**src/rtl/keypad_scan_ctrl.sv**
```systemverilog
//==============================================================================
// keypad_scan_ctrl : 3x4 matrix keypad scanner with debounce and key-code FIFO
// Revision: 1.0
//==============================================================================
`default_nettype none

module keypad_scan_ctrl #(
    parameter int TICK_DIV   = 1325000,
    parameter int DB_TICKS   = 3,
    parameter int FIFO_DEPTH = 4
) (
    input  logic                          CLK,
    input  logic                          RST_N,
    input  logic                          B,
    input  logic                          G,
    input  logic                          F,
    input  logic                          D,
    output logic                          C,
    output logic                          A,
    output logic                          E,
    input  logic                          KEY_ACK,
    output logic [3:0]                    KEY_DATA,
    output logic                          INTR,
    output logic [$clog2(FIFO_DEPTH):0]   COUNT,
    output logic                          OVF
);

    localparam int TW = (TICK_DIV > 2) ? $clog2(TICK_DIV) : 1;
    localparam int CW = $clog2(DB_TICKS + 1);
    localparam int AW = (FIFO_DEPTH > 1) ? $clog2(FIFO_DEPTH) : 1;

    typedef enum logic [1:0] {
        S_SCAN     = 2'd0,
        S_DEBOUNCE = 2'd1,
        S_HELD     = 2'd2,
        S_RELEASE  = 2'd3
    } state_t;

    // ------------------------------------------------------------------
    // Scan tick generator
    // ------------------------------------------------------------------
    logic [TW-1:0] tick_cnt;
    logic          tick;

    assign tick = (tick_cnt == TW'(TICK_DIV - 1));

    always_ff @(posedge CLK or negedge RST_N) begin
        if (!RST_N) begin
            tick_cnt <= '0;
        end else if (tick) begin
            tick_cnt <= '0;
        end else begin
            tick_cnt <= tick_cnt + TW'(1);
        end
    end

    // ------------------------------------------------------------------
    // Row synchronizer and hit decode
    // ------------------------------------------------------------------
    logic [3:0] row_meta;
    logic [3:0] row_sync;
    logic       hit;
    logic [1:0] hit_idx;

    always_ff @(posedge CLK or negedge RST_N) begin
        if (!RST_N) begin
            row_meta <= '0;
            row_sync <= '0;
        end else begin
            row_meta <= {D, F, G, B};
            row_sync <= row_meta;
        end
    end

    always_comb begin
        hit     = 1'b1;
        hit_idx = 2'd0;
        case (row_sync)
            4'b0001: hit_idx = 2'd0;
            4'b0010: hit_idx = 2'd1;
            4'b0100: hit_idx = 2'd2;
            4'b1000: hit_idx = 2'd3;
            default: hit     = 1'b0;
        endcase
    end

    // ------------------------------------------------------------------
    // Scan / debounce FSM
    // ------------------------------------------------------------------
    state_t        state_q, state_d;
    logic [1:0]    col_q, col_d;
    logic [1:0]    row_q, row_d;
    logic [CW-1:0] cnt_q, cnt_d;
    logic          push;
    logic [1:0]    col_next;
    logic          same_sole;
    logic          latched_hi;
    logic [3:0]    code;

    assign col_next   = (col_q == 2'd2) ? 2'd0 : col_q + 2'd1;
    assign same_sole  = hit && (hit_idx == row_q);
    assign latched_hi = row_sync[row_q];

    always_ff @(posedge CLK or negedge RST_N) begin
        if (!RST_N) begin
            state_q <= S_SCAN;
            col_q   <= 2'd0;
            row_q   <= 2'd0;
            cnt_q   <= '0;
        end else begin
            state_q <= state_d;
            col_q   <= col_d;
            row_q   <= row_d;
            cnt_q   <= cnt_d;
        end
    end

    always_comb begin
        state_d = state_q;
        col_d   = col_q;
        row_d   = row_q;
        cnt_d   = cnt_q;
        push    = 1'b0;
        if (tick) begin
            case (state_q)
                S_SCAN: begin
                    if (hit) begin
                        row_d = hit_idx;
                        cnt_d = CW'(1);
                        // A single-tick debounce completes on the detecting tick.
                        if (DB_TICKS == 1) begin
                            push    = 1'b1;
                            state_d = S_HELD;
                        end else begin
                            state_d = S_DEBOUNCE;
                        end
                    end else begin
                        col_d = col_next;
                    end
                end
                S_DEBOUNCE: begin
                    if (same_sole) begin
                        cnt_d = cnt_q + CW'(1);
                        if (cnt_d == CW'(DB_TICKS)) begin
                            push    = 1'b1;
                            state_d = S_HELD;
                        end
                    end else begin
                        state_d = S_SCAN;
                    end
                end
                S_HELD: begin
                    if (!latched_hi) begin
                        cnt_d = CW'(1);
                        if (DB_TICKS == 1) begin
                            state_d = S_SCAN;
                            col_d   = col_next;
                        end else begin
                            state_d = S_RELEASE;
                        end
                    end
                end
                S_RELEASE: begin
                    if (!latched_hi) begin
                        cnt_d = cnt_q + CW'(1);
                        if (cnt_d == CW'(DB_TICKS)) begin
                            state_d = S_SCAN;
                            col_d   = col_next;
                        end
                    end else begin
                        state_d = S_HELD;
                    end
                end
                default: state_d = S_SCAN;
            endcase
        end
    end

    // Row 4 carries the *, 0, # keys; rows 1-3 are the digits 1-9.
    always_comb begin
        code = 4'd0;
        if (row_d == 2'd3) begin
            case (col_q)
                2'd0:    code = 4'hA;
                2'd1:    code = 4'h0;
                default: code = 4'hB;
            endcase
        end else begin
            code = 4'({2'b00, row_d}) * 4'd3 + 4'({2'b00, col_q}) + 4'd1;
        end
    end

    assign C = (col_q == 2'd0);
    assign A = (col_q == 2'd1);
    assign E = (col_q == 2'd2);

    // ------------------------------------------------------------------
    // Key-code FIFO
    // ------------------------------------------------------------------
    logic [3:0]  mem [FIFO_DEPTH];
    logic [AW-1:0] wr_ptr, rd_ptr;
    logic [AW:0]   count;
    logic          ovf_q;
    logic          full;
    logic          pop;
    logic          wr_en;
    logic          drop;

    assign full  = (count == (AW+1)'(FIFO_DEPTH));
    assign pop   = KEY_ACK && (count != '0);
    assign wr_en = push && (!full || pop);
    assign drop  = push && full && !pop;

    always_ff @(posedge CLK) begin
        if (wr_en) begin
            mem[wr_ptr] <= code;
        end
    end

    always_ff @(posedge CLK or negedge RST_N) begin
        if (!RST_N) begin
            wr_ptr <= '0;
            rd_ptr <= '0;
            count  <= '0;
            ovf_q  <= 1'b0;
        end else begin
            if (wr_en) begin
                wr_ptr <= wr_ptr + AW'(1);
            end
            if (pop) begin
                rd_ptr <= rd_ptr + AW'(1);
            end
            case ({wr_en, pop})
                2'b10:   count <= count + (AW+1)'(1);
                2'b01:   count <= count - (AW+1)'(1);
                default: count <= count;
            endcase
            if (drop) begin
                ovf_q <= 1'b1;
            end else if (pop) begin
                ovf_q <= 1'b0;
            end
        end
    end

    assign COUNT    = count;
    assign INTR     = (count != '0);
    assign KEY_DATA = INTR ? mem[rd_ptr] : 4'd0;
    assign OVF      = ovf_q;

endmodule

`default_nettype wire

```
**config.mk**
```make
export PLATFORM = sky130hd
export DESIGN_NAME = keypad_scan_ctrl
export DESIGN_NICKNAME = d
export VERILOG_FILES = /design/src/rtl/keypad_scan_ctrl.sv
export SDC_FILE = /design/constraint.sdc
export NUM_CORES = 1
export LEC_CHECK = 0
export BUFFER_PORTS_ARGS = -buffer_cell sky130_fd_sc_hd__buf_2
export CORE_AREA = 2 2 95 97
export DETAILED_ROUTE_END_ITERATION = 8
export DIE_AREA = 0 0 97 99
export GPL_TIMING_DRIVEN = 0
export PLACE_DENSITY_LB_ADDON = 0.15
export SYNTH_ARGS = -nofsm -noshare
export SYNTH_HDL_FRONTEND = slang
export SYNTH_SLANG_ARGS = --single-unit
```
**constraint.sdc**
```tcl
create_clock -name CLK -period 7.1 [get_ports CLK]
set_input_delay 0 -clock CLK [delete_from_list [all_inputs] [get_ports CLK]]
set_output_delay 0 -clock CLK [all_outputs]
set_load 0.02 [all_outputs]
```
==> results of run 1 <==
[cell usage after synthesis (all sizes together), types with 2 or more instances]
| cell | number | area [sq um] |
|---|---|---|
| nor3b | 5 | 47.5 |
| mux4 | 5 | 113 |
| and2 | 11 | 70.1 |
| o21ai | 10 | 57.6 |
| nor3 | 5 | 25.0 |
| fa | 3 | 60.1 |
| o22ai | 2 | 12.5 |
| xor2 | 10 | 87.6 |
| nor4b | 3 | 32.5 |
| nand3 | 12 | 60.1 |
| nor4 | 2 | 12.5 |
| and3b | 2 | 20.0 |
| dfrtp | 45 | 1130 |
| a21oi | 5 | 36.3 |
| a211oi | 2 | 15.0 |
| clkbuf | 6 | 32.5 |
| xnor2 | 16 | 140 |
| a21o | 2 | 15.0 |
| nand4b | 3 | 26.3 |
| a31oi | 2 | 12.5 |
| nand4 | 7 | 50.1 |
| or2 | 2 | 12.5 |
| mux2 | 5 | 56.3 |
| and4 | 2 | 20.0 |
| edfxtp | 16 | 480 |
| and3 | 4 | 26.3 |
| inv | 11 | 41.3 |
| a2bb2oi | 2 | 17.5 |
| a2111oi | 2 | 36.3 |
| nand2 | 21 | 78.8 |
| nor2 | 25 | 93.8 |
| buf | 7 | 51.3 |
| nor2b | 4 | 25.0 |
| o41ai | 2 | 17.5 |
| ha | 10 | 125 |
[sequential cells by signal, summed over array words and instances, names as in the netlist]
register  cells
tick_cnt     21
mem          16
row_meta      4
row_sync      4
COUNT         3
cnt_q         2
col_q         2
rd_ptr        2
row_q         2
state_q       2
wr_ptr        2
OVF           1
[placed cells by master, fill, tap and decap left out, drive strengths merged, types with 3 or more instances in the layout]
master	instances
a21oi	5
and2	11
and3	4
buf	24
clkbuf	15
clkinvlp	3
dfrtp	45
dlygate4sd3	6
edfxtp	16
fa	3
ha	10
inv	11
mux2	5
mux4	5
nand2	21
nand3	12
nand4	7
nand4b	3
nor2	25
nor2b	4
nor3	5
nor3b	5
nor4b	3
o21ai	10
xnor2	16
xor2	10
[worst max-delay path, cell delays in order, from the launching register on]
cell and delay, ns:
dfrtp_1 0.40, ha_1 0.27, nor4b_1 0.28, nand4b_1 0.23, nor2_1 0.24, buf_2 0.26
nand3_1 0.12, a211oi_1 0.34, fa_1 0.46, inv_1 0.11, ha_1 0.23, a21o_1 0.15
a211oi_1 0.25, a21oi_1 0.12
[worst min path at each step]
stage	endpoint	cells after the start
floorplan	COUNT[0]$_DFFE_PN0P_	0
global placement	row_meta[1]$_DFF_PN0_	1
detailed placement	row_meta[2]$_DFF_PN0_	1
CTS	row_meta[2]$_DFF_PN0_	2
global route	row_meta[0]$_DFF_PN0_	2
finish	row_meta[1]$_DFF_PN0_	2
[routing by layer]
layer,GRT usage (%),vias to the layer above
met5,0,-
met4,4.88,0
met3,4.82,10
met2,21.8,25
met1,18.4,1044
li1,-,1095
[per-stage QoR]
stage          hold slack [ns]  worst slack, ns
3_5_place_dp             0.109             3.35
2_1_floorplan           -0.296             3.83
5_1_grt                  0.274             2.97
4_1_cts                  0.272             3.34
3_3_place_gp             0.108             3.40
6_report                 0.298             3.33
[logic make-up (layout without fill, tap and decap cells)]
logic type | Yosys count | in the layout | share of synthesized area (%)
and+or+nand+nor | 112 | 112 | 19.3
AOI/OAI and AO/OA | 39 | 39 | 9.47
DFF | 61 | 61 | 49.0
muxes | 10 | 10 | 5.16
buffers and inverters | 25 | 64 | 4.39
xor gates and xnor gates | 26 | 26 | 6.95
adders and majority gates | 13 | 13 | 5.65
[area by class of cell]
cell class	count	area, sq um
Fill cell	798	4770
Sequential cell	61	1610
Multi-Input combinational cell	200	1530
Timing Repair Buffer	23	145
Tap cell	108	135
Clock buffer	9	124
Buffer	14	103
Clock inverter	7	100
Inverter	11	41.3
[repair_timing]
action	4_1_cts	5_1_grt
endpoints found under the hold margin	50	0
hold buffers	6	0
resized for setup	0	0
setup buffers	0	0
[power by group through the flow]
| stage | sequential [mW] | clock, mW | combinational, mW |
|---|---|---|---|
| global placement | 0.369 | 0 | 0.0192 |
| finish | 0.362 | 0.349 | 0.0216 |
| global route | 0.362 | 0.378 | 0.0247 |
| floorplan | 0.369 | 0 | 0.0108 |
| detailed placement | 0.369 | 0 | 0.0194 |
| CTS | 0.362 | 0.359 | 0.0221 |
==> impl_metrics.tcl, run 1 <==
set metrics [dict create \
    outcome "finished clean" \
    clk-insertion-delay-late_ns 0.34 \
    ir_drop_uv 97.3 \
    top_layer "met4" \
    ctsRootBufferMaster "clkbuf_8" \
    tns_ns 0 \
    synth_edf_count 16 \
    p_per_area_nw_per_um2 194 \
    yosysSeqAreaShare_pct 49.0 \
    cp_max_fo 10 \
    skew_ns 0.00483 \
    hp-start "G" \
    r2r-start "tick_cnt[0]$_DFF_PN0_" \
    clk_path_buf_depth 2 \
    slew_headroom_pct 30.9 \
    routed_wl_microns 6120 \
    start_util_pct 38.3 \
    finalCritPeriodShare_pct 53.1 \
    io_buffers 17 \
    grt.total_usage_pct 14.0 \
    fin_cells 433 \
    rows 34 \
    hold_viol 0 \
    ant_nets 0 \
    wl_met1_microns 2980 \
    drc_errors 0 \
    stdcell_area_sq_um 3780 \
    io_pins 19 \
    syn_area_sq_um 3280 \
    synth_seq_cells 61 \
    synth_warnings 0 \
    startpoint "tick_cnt[0]$_DFF_PN0_" \
    globalplace.congestion 0.757 \
    p_leak_nw 1.62 \
    vias_per_cell 5.02 \
    drtIter0Drc 73 \
    clkSinkCount 61 \
    first_pass_iters 4 \
    post-place-cells 411 \
    swShare_pct 22.5 \
    grt_pass1_vias 2153 \
    synthFlopType "dfrtp_1" \
    clkPwrFrac_pct 47.6 \
    period_needed_ns 3.77 \
    via_count 2174 \
    syn2layout_area_growth_pct 15.4 \
    hpwl_microns 4260 \
    wl_met2_microns 2830 \
    maxCapViolCount 0 \
    worst-setup-path-type "flop to flop" \
    nNetsFinal 340 \
    cp-end-kind "flop" \
    worst_pin_slew_ns 1.04 \
    wl_met3_microns 191 \
    antenna_cells 0 \
    die_area_sq_um 9600 \
    synth_nets 306 \
    p_sw_mw 0.165 \
    power.internal_mw 0.568 \
    rrSetupSlack_ns 3.33 \
    syn_inst 286 \
    final_util_pct 44.2 \
    async_flop_share_pct 73.8 \
    clk_pin_slew_ns 0.07 \
    pwr-share-comb_pct 3.0 \
    max_freq_ghz 0.265 \
    r2r_end "mem[2][3]$_DFFE_PP_" \
    grt_remaining_overflow 0 \
    grt_pass1_wl_microns 10600 \
    synth.distinct_cells 64 \
    rsz0062_at_grt "no" \
    die_y_microns 99 \
    wl_per_cell_microns 14.1 \
    dieWidth_microns 97 \
    cts_made_buffers 9 \
    core_area_sq_um 8550 \
    p_seq_share_pct 49.4 \
    cp-start-kind "flop" \
    synth.avg_cell_area_sq_um 11.5 \
    drv_slew 0 \
    critPathRequiredTime_ns 7.17 \
    dpl_cell_area_sq_um 3500 \
    endpoint "mem[2][3]$_DFFE_PP_" \
    finalPower_mw 0.733 \
    antenna_found_initial 0 \
    hp-class "input pin to flop" \
    htreeDepth 3 \
    grt_max_degree 46 \
    reg2regPathDepth 13 \
    critPathArrivalTime_ns 3.84 \
    finalSetupViolCount 0 \
    drive_above_1_share_pct 20.6 \
    cts_tree "done" \
]
(Power assumes the default switching activity.)
==> inputs of run 2 (changes only) <==
Clock period 7.1 ns to 3.7 ns, I/O delays scaled along.
==> impl_metrics.tcl, run 2 (synthesis results as in run 1) <==
set metrics [dict create \
    outcome "finished clean" \
    grt_pass1_wl_microns 10600 \
    grt_max_degree 46 \
    ir_drop_uv 187 \
    max_stage_delay_ns 0.48 \
    start_util_pct 38.3 \
    cp_top_family "compound AO/OA/AOI/OAI gates" \
    hold-worst-slack_ns 0.293 \
    die_area_sq_um 9600 \
    syn2layout_area_growth_pct 16.7 \
    via_count 2182 \
    cts_made_buffers 9 \
    drv_slew 0 \
    worst-setup-path-type "flop to flop" \
    cts_tree "done" \
    grt_pass1_vias 2153 \
    globalplace.congestion 0.757 \
    stdcell_area_sq_um 3820 \
    antenna_cells 0 \
    dpl_cell_area_sq_um 3500 \
    clkSinkCount 61 \
    critPathArrivalTime_ns 3.52 \
    cp-end-kind "flop" \
    cp_cell_sequence "nor4_2 -> nand4b_1 -> or2_2 -> a2111oi_2 -> a2bb2oi_1 -> nand2_1 -> fa_1 -> inv_1 -> ha_1 -> a21o_1 -> a211oi_1 -> a21oi_1" \
    dieWidth_microns 97 \
    finalSetupViolCount 0 \
    p_per_area_nw_per_um2 368 \
    post_cts_buffers 0 \
    finalCritPeriodShare_pct 93.2 \
    clk_path_buf_depth 2 \
    worst_pin_slew_ns 1.04 \
    crit_slowest_cell "fa_1" \
    post-place-cells 411 \
    first_pass_iters 4 \
    vias_per_cell 5.04 \
    largest_register_ffs 21 \
    ctsRootBufferMaster "clkbuf_8" \
    nNetsFinal 340 \
    p_leak_nw 1.62 \
    die_y_microns 99 \
    skew_ns 0.00565 \
    cp-start-kind "flop" \
    io_buffers 17 \
    tns_ns 0 \
    largest_registers "tick_cnt x21, mem x16" \
    final_common_cell "dfrtp_1" \
    period_needed_ns 3.45 \
    grt.total_usage_pct 14.0 \
    hold_viol 0 \
    fin_cells 433 \
    htreeDepth 3 \
    clk_pin_slew_ns 0.07 \
    max_freq_ghz 0.290 \
    slew_headroom_pct 30.9 \
    antenna_found_initial 0 \
    drive_above_1_share_pct 22.8 \
    rrSetupSlack_ns 0.25 \
    worst-path-buf-inv 1 \
    rows 34 \
    maxCapViolCount 0 \
    seqCellArea_sq_um 1610 \
    drtIter0Drc 64 \
    cp_max_fo 4 \
    filler_cell_count 796 \
    ant_nets 0 \
    hp-class "input pin to flop" \
    hpwl_microns 4260 \
    rsz0062_at_grt "no" \
    io_pins 19 \
    finalPower_mw 1.41 \
    multiInputGateArea_sq_um 1560 \
    final_cell_mix "dfrtp_1 (44), nor2_1 (24), nand2_1 (21)" \
    core_area_sq_um 8550 \
    critPathRequiredTime_ns 3.77 \
    grt_remaining_overflow 0 \
    regMostFlops "tick_cnt" \
    routed_wl_microns 6120 \
    drc_errors 0 \
    wl_per_cell_microns 14.1 \
    clk-insertion-delay-late_ns 0.35 \
]
run 2: where the power goes:
part | switching (mW) | total, mW | leakage [nW] | internal [mW]
clock network | 0.290 | 0.670 | 0.102 | 0.381
registers | 0.00253 | 0.695 | 0.752 | 0.692
logic | 0.0250 | 0.0419 | 0.767 | 0.0169
total | 0.317 | 1.41 | 1.62 | 1.09
run 2: cell type report:
cell class / instances / area share, %
flip-flops and latches: 61 / 42.1
clock inverters: 7 / 2.62
well taps: 108 / 3.54
inverters: 11 / 1.08
repair buffers: 23 / 3.80
multi-input cells: 200 / 40.9
plain buffers: 14 / 2.75
clock buffers: 9 / 3.24
run 2: final timing paths:
kind                                       startpoint                    end  cells past startpoint
min in group asynchronous                       RST_N  tick_cnt[9]$_DFF_PN0_                      2
worst min register to register  row_meta[3]$_DFF_PN0_  row_sync[3]$_DFF_PN0_                      0
worst max register to register  tick_cnt[4]$_DFF_PN0_    mem[2][3]$_DFFE_PP_                     12
worst min-delay path                                G  row_meta[1]$_DFF_PN0_                      2
worst max-delay path            tick_cnt[4]$_DFF_PN0_    mem[2][3]$_DFFE_PP_                     12
max in group asynchronous                       RST_N  tick_cnt[0]$_DFF_PN0_                      2
run 2: through the flow:
step	utilization [%]	setup slack [ns]
3_5_place_dp	40.9	-0.0466
6_report	44.7	0.250
4_1_cts	44.3	0.0112
5_1_grt	44.7	0.0213
2_1_floorplan	-	0.434
3_3_place_gp	40.9	0.00176
run 2: routing by layer:
layer / global-route usage (%) / up-vias / routed length (microns)
met3: 4.82 / 7 / 197
met4: 4.88 / 0 / 102
met5: 0 / - / 0
met2: 21.8 / 27 / 2860
li1: - / 1095 / -
met1: 18.4 / 1053 / 2960
run 2: what timing repair did:
item                                    4_1_cts  5_1_grt
endpoints found under the setup margin        4       12
resized for setup                             1       10
endpoints found under the hold margin        50        0
hold buffers                                  6        0
pin swaps                                     0        4
